### src/rtl/serial_subtractor.sv
// rtl/serial_subtractor.sv - bit-serial a - b - bin subtractor, LSB first (optional ovf output: SERIAL_SUB_OVF_EN)
module serial_subtractor #(
    parameter int WIDTH = 8
) (
    input  logic             clk,
    input  logic             rst_n,
    input  logic             start,
    input  logic [WIDTH-1:0] a,
    input  logic [WIDTH-1:0] b,
    input  logic             bin,
    output logic             busy,
    output logic             done,
    output logic [WIDTH-1:0] diff,
`ifdef SERIAL_SUB_OVF_EN
    output logic             bout,
    output logic             ovf
`else
    output logic             bout
`endif
);

    localparam int CW = (WIDTH > 1) ? $clog2(WIDTH) : 1;
    localparam logic [CW-1:0] LAST_BIT = CW'(WIDTH - 1);

    typedef enum logic [1:0] {
        IDLE  = 2'd0,
        SHIFT = 2'd1,
        DONE  = 2'd2
    } state_t;

    state_t           state;
    state_t           state_nx;
    logic [WIDTH-1:0] sa;
    logic [WIDTH-1:0] sb;
    logic [WIDTH-1:0] acc;
    logic [WIDTH-1:0] acc_nx;
    logic [CW-1:0]    cnt;
    logic             br;
    logic             br_nx;
    logic             res_bit;
    logic             last;

    // Full-subtractor slice on the current LSB pair; result enters the accumulator MSB
    always_comb begin
        res_bit         = sa[0] ^ sb[0] ^ br;
        br_nx           = (~sa[0] & sb[0]) | (~(sa[0] ^ sb[0]) & br);
        acc_nx          = acc >> 1;
        acc_nx[WIDTH-1] = res_bit;
        last            = (cnt == LAST_BIT);
    end

    // State register
    always_ff @(posedge clk or negedge rst_n) begin
        if (!rst_n) begin
            state <= IDLE;
        end else begin
            state <= state_nx;
        end
    end

    // Next-state and status outputs; start only matters in IDLE
    always_comb begin
        state_nx = state;
        busy     = 1'b0;
        done     = 1'b0;
        case (state)
            IDLE: begin
                if (start) begin
                    state_nx = SHIFT;
                end
            end
            SHIFT: begin
                busy = 1'b1;
                if (last) begin
                    state_nx = DONE;
                end
            end
            DONE: begin
                done     = 1'b1;
                state_nx = IDLE;
            end
            default: state_nx = IDLE;
        endcase
    end

    // Operand capture, serial datapath, and result publish on the final bit
    always_ff @(posedge clk or negedge rst_n) begin
        if (!rst_n) begin
            sa   <= '0;
            sb   <= '0;
            acc  <= '0;
            cnt  <= '0;
            br   <= 1'b0;
            diff <= '0;
            bout <= 1'b0;
`ifdef SERIAL_SUB_OVF_EN
            ovf  <= 1'b0;
`endif
        end else begin
            if (state == IDLE && start) begin
                sa  <= a;
                sb  <= b;
                br  <= bin;
                cnt <= '0;
            end else if (state == SHIFT) begin
                sa  <= sa >> 1;
                sb  <= sb >> 1;
                br  <= br_nx;
                acc <= acc_nx;
                if (!last) begin
                    cnt <= cnt + 1'b1;
                end else begin
                    // Results stay frozen here until the next operation finishes
                    diff <= acc_nx;
                    bout <= br_nx;
`ifdef SERIAL_SUB_OVF_EN
                    // Borrow into the MSB stage differs from borrow out of it
                    ovf  <= br ^ br_nx;
`endif
                end
            end
        end
    end

endmodule

### config.mk
export PLATFORM = sky130hd
export DESIGN_NAME = serial_subtractor
export DESIGN_NICKNAME = d
export VERILOG_FILES = /design/src/rtl/serial_subtractor.sv
export SDC_FILE = /design/constraint.sdc
export NUM_CORES = 1
export LEC_CHECK = 0
export ABC_AREA = 1
export CORE_UTILIZATION = 45
export CTS_CLUSTER_DIAMETER = 120
export DETAILED_ROUTE_END_ITERATION = 6
export PLACE_DENSITY = 0.77
export SYNTH_ARGS = -nofsm -noshare
export SYNTH_HDL_FRONTEND = slang
export SYNTH_SLANG_ARGS = --single-unit
### constraint.sdc
create_clock -name clk -period 2.6 [get_ports clk]
set_input_delay 0.65 -clock clk [delete_from_list [all_inputs] [get_ports clk]]
set_output_delay 0.65 -clock clk [all_outputs]
set_load 0.02 [all_outputs]
==> summary.md <==
| Metric | Value |
|---|---|
| Status | finished, final reports clean |
| Met2 WL | 1360 um |
| Input/output buffers | 30 |
| Diodes inserted | 0 |
| Rows | 22 |
| Crit-path cells | inv_2 -> nand2_4 -> inv_6 -> clkdlybuf4s50_1 |
| Post-synthesis cell count | 187 |
| Async set-or-reset flop fraction in the synthesized netlist | 100% |
| Area contributors post-synth | dfrtp_1 (55%), nand3_1 (13%), nand2_1 (13%) |
| Total CTS buffers | 5 |
| Hold WS | approximately 0.46 ns |
| Die Area | 4070 um^2 |
| CP max stage cell | clkdlybuf4s50_1 |
| Non-filler cells, final | 268 |
| Period utilization | 90.7% |
| Main synth FF type | dfrtp_1 |
| Post-CTS sizing | 0 |
| Final TNS setup | 0 ns |
| Crit path max fanout | 24 |
| Fin crit period | 2.36 ns |
| Antenna Nets Post-Route | 0 |
| Die height | 63.8 um |
| CP required | 1.95 ns |
| Overall routing resource usage | 17.6% |
| First-pass GRT wire length | between 5000 and 6000 um |
| Post-Syn Area | around 1700 um^2 |
| P&R area growth vs syn | 23.5% |
| Crit path launch type | register |
| CP peak stage delay | 0.64 ns |
| Worst Max-Slew Pin Slew | 0.822 ns |
| Clk root buf | clkbuf_8 |
| First-pass DRT Iterations | 6 |
| Clock Skews | roughly 0.0053 ns |
| Die W | 63.8 um |
| Initial Util | 47.0% |
| WL/cell | 11.6 um |
| Post-Syn Nets | 210 |
| Io pins | 31 |
| Endpoints failing setup | 0 |
| Top sig layer | met4 |
| Post-synth EDFFs | 0 |
| CTS tree | built |
| Slew Limit Fails | 0 |
| Yosys reg bits | 38 |
| Yosys Warn Count | 0 |
| CP top delay family | buffers and inverters |
| Initial antenna violation count | 0 |
| CTS max path bufs | 2 |
| Max_slew headroom | between 40 and 50% |
| Worst Path Buf+Inv | 3 |
| RSZ-0062 raised after global routing | no |
| Met3 WL post-DR | 120 um |
| Leading area contributor after synthesis | dfrtp_1 |
| F_max | 424 MHz |
| Power density over cell area | 1120 nW/um^2 |
| Placed insts | 260 |
| Via count | 1321 |
| Initial DRC count | between 40 and 50 |
| Register area share after synthesis | 55.3% |
| Crit path kind | reg -> out |
| Vias per cell | 4.93 |
| Post-synth top cells | nand2_1 (58), nand3_1 (46), dfrtp_1 (38) |
| GP Congestion | around 0.78 |
| Power Total | 2380 uW |
| Vias in the first global route | 1178 |
| Detailed placement HPWL | 2000 um |
| Post-synthesis area per instance | slightly above 9 um^2 |
| Min-delay worst type | in -> async |
| Metal-1 WL | 1550 um |
| CTS H-tree lvls | 2 |
| Count leader, synth | nand2_1 |
| Post-layout nets | 242 |
| Sinks on Clock Net | 38 |
| Max Cap Viol | 0 |
| Worst skew pair latency | 0.29 ns |
| CP arrival | 1.71 ns |
| Grt ovf | 0 |
| Worst setup EP type | output pin |
| Largest net degree at the start of global routing | 39 |
| Share of cells above drive strength 1 | around an eighth |
| Netlist cell types | 19 |
| Worst-path clk slew | 0.06 ns |
| P_leak | 0.00105 uW |
| Yosys top cell area share | 55.3% |
| Setup repair bufs after CTS | 0 |
| Hold buffers post-CTS | 0 |
| Core area | 3660 um^2 |
| Routed WL | 3110 um |
| Hold Vio Cnt, Final | 0 |
| Remaining DRCs | 0 |
| Maximum vdd drop | 0.582 mV |
[flip-flops by register name (all words and copies together) (netlist names)]
signal	cells
state	2
diff	8
sa	8
br	1
cnt	3
bout	1
sb	8
acc	7
[worst paths after layout]
path | to | from | depth (start not counted) | slack, ns
hold / removal | cnt[1] | rst_n | 1 | 0.46
min in group clk | diff[2] | diff[2] | 2 | 0.47
setup reg to reg | cnt[1] | cnt[0] | 7 | 1.17
setup / recovery | busy | state[1] | 4 | 0.24
hold reg to reg | diff[2] | diff[2] | 2 | 0.47
max in group asynchronous | state[1] | rst_n | 1 | 1.63
[metrics by stage]
step                      util, %  cell area (um^2)  setup WS [ns]
final                        58.0              2120          0.241
after floorplan                 -              1720           1.13
after global placement       55.5              2030          0.571
after CTS                    58.0              2120          0.230
after detailed placement     55.5              2030          0.546
after global routing         58.0              2120          0.171
[cells by family after synthesis]
kind of cell / Yosys count / synth area share [%]
compound gates: 6 / 1.75
buf+inv: 20 / 6.69
fa+ha+maj: 3 / 2.62
flops: 38 / 55.3
simple gates: 120 / 33.7
[placed cells by master (no fill, tap or decap)]
cell type / n
ha_1: 2
inv_2: 1
nand3_1: 46
clkbuf_1: 1
nand2_2: 7
dfrtp_1: 38
nand2_4: 1
buf_4: 3
clkinv_2: 1
fa_1: 1
nand2_1: 58
inv_1: 10
nor2_4: 2
o21ai_1: 6
nand3_2: 5
nor2_1: 1
buf_2: 1
clkbuf_8: 6
clkdlybuf4s50_1: 29
inv_6: 1
[power breakdown]
group	internal [uW]	switching (uW)	total [uW]
Clock	214	195	408
Combinational	400	581	981
Sequential	843	149	992
Total	1460	925	2380
[worst reg2reg max path, stage by stage (launching register included)]
cell     delay (ns)
dfrtp_1        0.40
ha_1           0.21
ha_1           0.20
inv_1          0.11
nand3_1        0.19
inv_1          0.15
nand2_1        0.06
nand2_1        0.06
[per-layer routing]
metal,vias up,track usage (%)
met2,28,25.0
met3,7,6.43
li1,674,-
met5,-,0
met1,612,23.5
met4,0,8.52
[final cells by class]
cell class	instances	area, um^2
clock buffers	7	86.3
clock inverters	1	5.00
fillers	334	1540
inverters	12	50.0
multi-input cells	129	654
flip-flops and latches	38	951
well taps	48	60.1
repair buffers	33	318
No activity file was read; power rests on OpenSTA's default activity.
